===== config.mk =====
export PLATFORM = sky130hd
export DESIGN_NAME = trace_streamer
export DESIGN_NICKNAME = d
export VERILOG_FILES = /design/src/rtl/trace_streamer_pkg.sv /design/src/rtl/trace_fifo.sv /design/src/rtl/trace_streamer.sv
export SDC_FILE = /design/constraint.sdc
export NUM_CORES = 1
export LEC_CHECK = 0
export BUFFER_PORTS_ARGS = -buffer_cell sky130_fd_sc_hd__buf_2
export CAP_MARGIN = 15
export CORE_MARGIN = 2
export CORE_UTILIZATION = 49
export CTS_CLUSTER_SIZE = 8
export DETAILED_ROUTE_END_ITERATION = 16
export PLACE_DENSITY = 0.76
export SLEW_MARGIN = 20
export SYNTH_ARGS = -nofsm -noshare
export SYNTH_HDL_FRONTEND = slang
export SYNTH_SLANG_ARGS = --single-unit

===== constraint.sdc =====
create_clock -name clk -period 16.4 [get_ports clk]
set_clock_uncertainty 0.05 [all_clocks]
set_input_delay 4.92 -clock clk [delete_from_list [all_inputs] [get_ports clk]]
set_output_delay 4.92 -clock clk [all_outputs]
set_load 0.005 [all_outputs]

===== src/rtl/trace_streamer_pkg.sv =====
`default_nettype none
// ---------------------------------------------------------------------------
// trace_streamer_pkg : shared record format and serializer constants
// Revision: 1.0
// ---------------------------------------------------------------------------
package trace_streamer_pkg;

    localparam logic [7:0] HDR_REG   = 8'hA1;
    localparam logic [7:0] HDR_MEM   = 8'hA2;
    localparam int         REC_BYTES = 13;
    localparam logic [3:0] LAST_BYTE = 4'(REC_BYTES - 1);

    typedef enum logic {
        REC_REG = 1'b0,
        REC_MEM = 1'b1
    } rec_type_e;

    typedef struct packed {
        rec_type_e   typ;
        logic [31:0] pc;
        logic [31:0] key;
        logic [31:0] data;
    } trace_rec_t;

    localparam int REC_W = $bits(trace_rec_t);
    localparam int SER_W = REC_BYTES * 8;

    typedef enum logic {
        S_IDLE = 1'b0,
        S_SEND = 1'b1
    } ser_state_e;

    // Byte 0 sits in the low bits so the stream is emitted LSB-first.
    function automatic logic [SER_W-1:0] serialize(input trace_rec_t rec);
        logic [7:0] hdr;
        hdr = (rec.typ == REC_REG) ? HDR_REG : HDR_MEM;
        return {rec.data, rec.key, rec.pc, hdr};
    endfunction

endpackage
`default_nettype wire


===== src/rtl/trace_fifo.sv =====
`default_nettype none
// ---------------------------------------------------------------------------
// trace_fifo : commit-record FIFO with wrap-bit pointers
// Revision: 1.0
// ---------------------------------------------------------------------------
module trace_fifo #(
    parameter int DEPTH = 8,
    parameter int WIDTH = 97
) (
    input  logic             clk,
    input  logic             rst_n,
    input  logic             i_push,
    input  logic [WIDTH-1:0] i_data,
    input  logic             i_pop,
    output logic [WIDTH-1:0] o_data,
    output logic             o_full,
    output logic             o_empty
);

    localparam int AW = $clog2(DEPTH);

    logic [WIDTH-1:0] r_mem [DEPTH];
    logic [AW:0]      r_wptr;
    logic [AW:0]      r_rptr;

    always_ff @(posedge clk or negedge rst_n) begin
        if (!rst_n) begin
            r_wptr <= '0;
            r_rptr <= '0;
        end else begin
            if (i_push) r_wptr <= r_wptr + 1'b1;
            if (i_pop)  r_rptr <= r_rptr + 1'b1;
        end
    end

    always_ff @(posedge clk) begin
        if (i_push) r_mem[r_wptr[AW-1:0]] <= i_data;
    end

    assign o_data  = r_mem[r_rptr[AW-1:0]];
    assign o_empty = (r_wptr == r_rptr);
    assign o_full  = (r_wptr[AW] != r_rptr[AW]) &&
                     (r_wptr[AW-1:0] == r_rptr[AW-1:0]);

endmodule
`default_nettype wire


===== src/rtl/trace_streamer.sv =====
`default_nettype none
// ---------------------------------------------------------------------------
// trace_streamer : captures commit events and streams them as 13-byte records
// Revision: 1.0
// ---------------------------------------------------------------------------
module trace_streamer
    import trace_streamer_pkg::*;
#(
    parameter int DEPTH = 8
) (
    input  logic        clk,
    input  logic        reset,
    input  logic        trace_en,
    input  logic [31:0] pc,
    input  logic        reg_we,
    input  logic [4:0]  rd,
    input  logic [31:0] rd_wdata,
    input  logic        mem_we,
    input  logic [31:0] mem_addr,
    input  logic [31:0] mem_wdata,
    output logic        out_valid,
    input  logic        out_ready,
    output logic [7:0]  out_data,
    output logic [7:0]  drop_cnt,
    output logic        err_both
);

    ser_state_e       r_state;
    logic [3:0]       r_cnt;
    logic [SER_W-1:0] r_shift;
    logic             r_valid;
    logic [7:0]       r_drop;
    logic             r_err;

    trace_rec_t w_rec;
    trace_rec_t w_head;
    logic       w_full;
    logic       w_empty;
    logic       w_push;
    logic       w_accept;
    logic       w_pop;
    logic       w_last_hs;

    // REG takes priority when both write enables fire together.
    always_comb begin
        w_rec.typ  = reg_we ? REC_REG : REC_MEM;
        w_rec.pc   = pc;
        w_rec.key  = reg_we ? {27'b0, rd} : mem_addr;
        w_rec.data = reg_we ? rd_wdata : mem_wdata;
    end

    assign w_push    = trace_en && (reg_we || mem_we);
    assign w_last_hs = (r_state == S_SEND) && out_ready && (r_cnt == LAST_BYTE);
    assign w_pop     = !w_empty && ((r_state == S_IDLE) || w_last_hs);
    assign w_accept  = w_push && (!w_full || w_pop);

    trace_fifo #(
        .DEPTH (DEPTH),
        .WIDTH (REC_W)
    ) u_fifo (
        .clk     (clk),
        .rst_n   (reset),
        .i_push  (w_accept),
        .i_data  (w_rec),
        .i_pop   (w_pop),
        .o_data  (w_head),
        .o_full  (w_full),
        .o_empty (w_empty)
    );

    always_ff @(posedge clk or negedge reset) begin
        if (!reset) begin
            r_state <= S_IDLE;
            r_cnt   <= '0;
            r_shift <= '0;
            r_valid <= 1'b0;
        end else begin
            case (r_state)
                S_IDLE: begin
                    if (!w_empty) begin
                        r_shift <= serialize(w_head);
                        r_cnt   <= '0;
                        r_valid <= 1'b1;
                        r_state <= S_SEND;
                    end
                end
                S_SEND: begin
                    if (out_ready) begin
                        if (r_cnt == LAST_BYTE) begin
                            r_cnt <= '0;
                            if (!w_empty) begin
                                r_shift <= serialize(w_head);
                            end else begin
                                r_shift <= '0;
                                r_valid <= 1'b0;
                                r_state <= S_IDLE;
                            end
                        end else begin
                            r_cnt   <= r_cnt + 4'd1;
                            r_shift <= {8'h00, r_shift[SER_W-1:8]};
                        end
                    end
                end
                default: begin
                    r_state <= S_IDLE;
                    r_valid <= 1'b0;
                end
            endcase
        end
    end

    always_ff @(posedge clk or negedge reset) begin
        if (!reset) begin
            r_drop <= '0;
            r_err  <= 1'b0;
        end else begin
            if (w_push && !w_accept && (r_drop != 8'hFF)) r_drop <= r_drop + 8'd1;
            if (reg_we && mem_we) r_err <= 1'b1;
        end
    end

    assign out_valid = r_valid;
    assign out_data  = r_shift[7:0];
    assign drop_cnt  = r_drop;
    assign err_both  = r_err;

endmodule
`default_nettype wire


# Word-level counts from Yosys, hierarchy flattened
# Memories as Yosys holds them, arrays and structs flattened.
# Index checks and enable logic that the tools add are counted.
[totals]
register_bits = 127
ramBits = 776
input_bits = 139
out_inout_bits = 18
word_cells = 64
memories = 1
[classes]
add_sub_neg = 4
eq_ne = 9
mux = 24
bitwise_logic = 1
n_reduce_logical = 17
[memory_table]
columns = ["name", "words", "width", "rd", "rd_clocked_by_memory_dff", "write_ports", "line", "rtl"]
rows = [
  ["u_fifo.r_mem", 8, 97, 1, 0, 1, "trace_fifo.sv:22", "logic [WIDTH-1:0] r_mem [DEPTH];"],
]
[op_table]
columns = ["cell", "n"]
rows = [
  ["$mux W104", 4],
  ["$pmux W104 S2", 1],
  ["$mux W32", 2],
  ["$add A4 B1 Y4 const B", 3],
  ["$mux W4", 3],
  ["$mux W1", 10],
  ["$logic_and A1 B1 Y1", 9],
  ["$add A8 B1 Y8 const B", 1],
  ["$ne A8 B8 Y1 const B", 1],
  ["$pmux W4 S2", 1],
  ["$eq A4 B4 Y1", 1],
  ["$eq A4 B4 Y1 const B", 1],
  ["$ne A2 B1 Y1 const B", 2],
  ["$ne A2 B2 Y1 const B", 2],
  ["$pmux W1 S2", 2],
  ["$reduce_and A4 Y1", 1],
  ["$eq A3 B3 Y1", 1],
  ["$logic_not A1 Y1", 3],
  ["$logic_or A1 B1 Y1", 3],
  ["$mux W2", 1],
  ["$reduce_and A2 Y1", 1],
  ["$ne A1 B1 Y1", 1],
  ["$not A1 Y1", 1],
]

# Longest topological paths before layout
[depth]
word_depth = 9
ltp_mapped = 9
mapped_depth_nobuf = 6

# Hierarchy
# A second synthesis with hierarchy kept.
[hier_totals]
hier_cells = 1777
area_unflattened_um2 = 35409.0
[modules_own_cells]
columns = ["mod", "n_inst", "cells_per_inst", "area_each_um2", "seq_area_each_um2"]
rows = [
  ["trace_fifo", 1, 1165, 29538.3, 23502.5],
  ["trace_streamer", 1, 612, 5870.6, 2977.9],
]

# Worst setup path after synthesis
# OpenSTA, ideal clock, no wires.
[synth_path]
path_type = "input port to flip-flop"
startpoint = "input out_ready"
endpoint = "memory u_fifo.r_mem[5][0], enable pin"
setup_ps = 826
t_arrival_ps = 15668
required_ps = 15524
setup_slack_ps = -144
stages = 5
n_path_buf = 1
cell_sequence = "clkbuf_1 > inv_1 > o21ai_1 > o21ai_2 > nor4b_1"
[synth_between]
elab_chain_len = 8
[synth_lines]
columns = ["item", "line", "rtl"]
rows = [
  ["start, declared", "trace_streamer.sv:22", "input logic out_ready,"],
  ["$logic_and A1 B1 Y1 (2 in series)", "trace_streamer.sv:53", "assign w_last_hs = (r_state == S_SEND) && out_ready && (r_cnt == LAST_BYTE);"],
  ["$logic_or A1 B1 Y1", "trace_streamer.sv:54", "assign w_pop = !w_empty && ((r_state == S_IDLE) || w_last_hs);"],
  ["$logic_and A1 B1 Y1", "trace_streamer.sv:54", ""],
  ["$logic_or A1 B1 Y1", "trace_streamer.sv:55", "assign w_accept = w_push && (!w_full || w_pop);"],
  ["$logic_and A1 B1 Y1", "trace_streamer.sv:55", ""],
  ["$mux W1", "trace_fifo.sv:37", "if (i_push) r_mem[r_wptr[AW-1:0]] <= i_data;"],
  ["$mux W1 (not written as such)", "trace_fifo.sv:37", ""],
  ["end, declared", "trace_fifo.sv:22", ""],
]
# No other way between the ends.

# Worst setup path after layout
[layout_path]
startpoint = "input reg_we"
endpoint = "memory u_fifo.r_mem[4][0], enable pin"
[layout_between]
elab_chain_len = 5
[layout_lines]
columns = ["item", "line", "rtl"]
rows = [
  ["start, declared", "trace_streamer.sv:15", "input logic reg_we,"],
  ["$logic_or A1 B1 Y1", "trace_streamer.sv:52", "assign w_push = trace_en && (reg_we || mem_we);"],
  ["$logic_and A1 B1 Y1", "trace_streamer.sv:52", ""],
  ["$logic_and A1 B1 Y1", "trace_streamer.sv:55", ""],
  ["$mux W1", "trace_fifo.sv:37", ""],
  ["$mux W1 (not written as such)", "trace_fifo.sv:37", ""],
]
# No other way between the ends.

==> out/qor.yml <==
status: "finished clean"
cp_common_cell: "buf_4"
crit_path_max_incr_delay_ns: 0.98
rows: 99
core_area_sq_um: 73000
r2r_start: "u_fifo.r_rptr[1]$_DFFE_PN0P_"
yosys_most_used_dff: "edfxtp_1"
dp_hpwl_um: 42000
yosysTopAreaCellShare_pct: 64.5
grt_setup_unrepaired: "no"
yosys-top-cells-area: "edfxtp_1 65%, mux4_2 12%, dfrtp_1 8.8%, mux2_2 4.0%, a32oi_1 2.1%"
cts.sinks: 903
cts_tree: "built"
syn-cell-area_sq_um: 36100
fp.dieArea_sq_um: 75900
cts_buffers: 130
cts_max_level: 4
final_nets: 2205
synth_cells: 1878
swShare_pct: 29.4
final_cell_area_sq_um: 41600
start_util_pct: 49.5
clkPwrFrac_pct: 33.2
ys_warn_count: 0
finalSetupTns_ns: 0
ys_seq_elements: 903
synthTopCellsByCount: "776 x edfxtp_1, 194 x mux4_2, 127 x dfrtp_1, 127 x mux2_2"
finalHoldViolations: 0
cp.arrival_ns: 8.34
power_leakage_nw: 14.1
ioPinCount: 157
p_per_area_nw_per_um2: 178
r2r_slack_ns: 12.34
fillers: 5143
gr-usage-all-layers_pct: 21.6
seq_area_frac_synth_pct: 73.3
hold_path_end: "err_both$_DFFE_PN0P_"
root_buffer: "clkbuf_16"
ir_drop_uv: 168
yosysUniqueCellTypes: 47
setup_viol_count_final: 0
clkLatencyLatePin_ns: 0.71
worstSetupPathType: "in2reg"
p_sw_mw: 2.17
globalplace.congestion: 0.736
routed_via_density: 6.10
avgRoutedWirePerCell_um: 26.0
min_path_cells: 1
synth_area_leader_cell: "edfxtp_1"
holdWs_ns: 0.409
placed_area_sq_um: 37700
p_comb_share_pct: 24.7
drc: 0
routed_wirelength_um: 80700
synth_fp_nets: 2022
hold_class: "reg2reg"
clock.fmax_ghz: 0.124
drive_gt1_share_pct: 31.3
max-clock-path-buffers: 3
num_vias: 18959
hold_start: "err_both$_DFFE_PN0P_"
seqPwrFrac_pct: 42.1
port_buffers: 156
synth_edf_count: 776
r2r_end: "u_fifo.r_mem[4][0]$_DFFE_PP_"
clkTransAtPathRegs_ns: 0.05
async_reset_ff_share_pct: 14.1
cts_resized: 0
die_w_um: 275
required_ns: 16.66
endpoint_kind: "flip-flop"
maxSlewHeadroom_pct: 25.2
grt_pass1_vias: 19745
reg2reg_depth: 6
post-route-min-period_ns: 8.08
worst-path-max-fanout: 67
grt_max_degree: 110
post_cts_buffers: 0
cp_slowest_cell: "buf_4"
intPower_mw: 5.21
syn2layout_area_growth_pct: 15.1
max_slew.worst_pin.slew_ns: 1.12
cap_violations: 0
cp-start-kind: "input pin"
synth_area_per_cell_sq_um: 19.2
drt_first_pass_iters: 5
grt_pass1_wl_um: 122000
drt_iter0_drc: 2044
yosysMostFrequentCell: "edfxtp_1"
antenna_found_initial: 5
cp_cell_sequence: "buf_4 -> o21a_1 -> o21ai_2 -> nor4_2 -> buf_4 -> buf_4"
timing.final.crit_share_pct: 49.3
dieHeight_um: 275
cts_hold_buffers: 0
antenna_left: 0
grt.overflow.total: 0
drv_slew: 0
-- per-layer routing --
layer / share of wire (%) / routed length, um / GRT usage (%) / vias to the layer above
li1: - / - / - / 7987
met1: 40 / 31900 / 29.2 / 9977
met2: 51 / 41100 / 35.3 / 856
met3: 7.4 / 5940 / 4.59 / 133
met4: 2.2 / 1740 / 6.86 / 6
met5: 0.053 / 43 / 0 / -
-- worst max-delay path by stage --
stage	to	from	cells after the start	slack, ns
6_report	u_fifo.r_mem[4][0]$_DFFE_PP_	reg_we	6	8.32
5_1_grt	u_fifo.r_mem[4][47]$_DFFE_PP_	reg_we	6	8.18
4_1_cts	u_fifo.r_mem[4][3]$_DFFE_PP_	reg_we	6	8.32
3_5_place_dp	u_fifo.r_mem[4][8]$_DFFE_PP_	reg_we	6	7.58
3_3_place_gp	u_fifo.r_mem[4][8]$_DFFE_PP_	reg_we	6	7.67
2_1_floorplan	u_fifo.r_mem[5][0]$_DFFE_PP_	out_ready	5	-0.14
-- through the flow --
step / utilization (%) / instances / total power [mW] / worst slack, ns
after CTS: 56.9 / 3103 / 7.43 / 8.32
after detailed placement: 51.7 / 2886 / 4.95 / 7.58
after floorplan: - / 1878 / 4.51 / -0.144
after global routing: 57.0 / 3105 / 7.68 / 8.18
final: 57.0 / 3107 / 7.38 / 8.32
after global placement: 51.7 / 2886 / 4.89 / 7.67
-- layout make-up --
cell class	count	area, sq um	area share [%]
clock inverter	14	254	0.611
antenna	2	5.00	0.0120
clock buffer	203	3530	8.49
multi-input combinational	741	8640	20.8
timing repair buffer	188	1080	2.60
inverter	97	367	0.882
tap	959	1200	2.89
sequential	903	26500	63.7
-- layout by cell type, fill, tap and decap left out, types with 6 or more instances in the layout --
| cell type | count |
|---|---|
| nand3_1 | 96 |
| inv_1 | 95 |
| a21oi_1 | 92 |
| edfxtp_1 | 776 |
| buf_4 | 27 |
| mux2_2 | 127 |
| clkinv_8 | 6 |
| xnor2_1 | 9 |
| clkbuf_1 | 73 |
| clkbuf_16 | 130 |
| nor2b_1 | 28 |
| nor4_1 | 9 |
| mux4_2 | 194 |
| dfrtp_1 | 124 |
| xor2_1 | 8 |
| o2bb2ai_1 | 8 |
| nand2_1 | 9 |
| buf_2 | 154 |
| a32oi_1 | 88 |
| mux2i_1 | 11 |
-- sequential cells by signal, indices dropped and copies added (netlist names) --
signal	flops
out_valid	1
u_fifo.r_mem	776
u_fifo.r_wptr	4
drop_cnt	8
err_both	1
r_shift	104
r_cnt	4
r_state	1
u_fifo.r_rptr	4
-- kinds of logic after synthesis --
| family | after synthesis | synth area share [%] |
|---|---|---|
| flip-flops | 903 | 73.3 |
| buffers and inverters | 234 | 2.96 |
| adder cells (fa/ha/maj) | 5 | 0.173 |
| XOR/XNOR | 17 | 0.412 |
| AND/OR/NAND/NOR | 172 | 2.60 |
| multiplexers | 334 | 16.4 |
| AO/OA/AOI/OAI | 213 | 4.08 |
-- power by group through the flow --
stage	registers (mW)	logic, mW	clock network [mW]
6_report	3.11	1.82	2.45
5_1_grt	3.14	1.96	2.59
4_1_cts	3.11	1.84	2.48
3_5_place_dp	3.14	1.81	0
3_3_place_gp	3.12	1.77	0
2_1_floorplan	3.08	1.43	0
-- critical path, delay by kind of cell --
kind	cells	cell delay (ns)
and+or+nand+nor	1	0.21
AOI/OAI and AO/OA	2	0.87
buffers and inverters	3	2.29
Note: power is estimated with default switching activity, not from simulation.
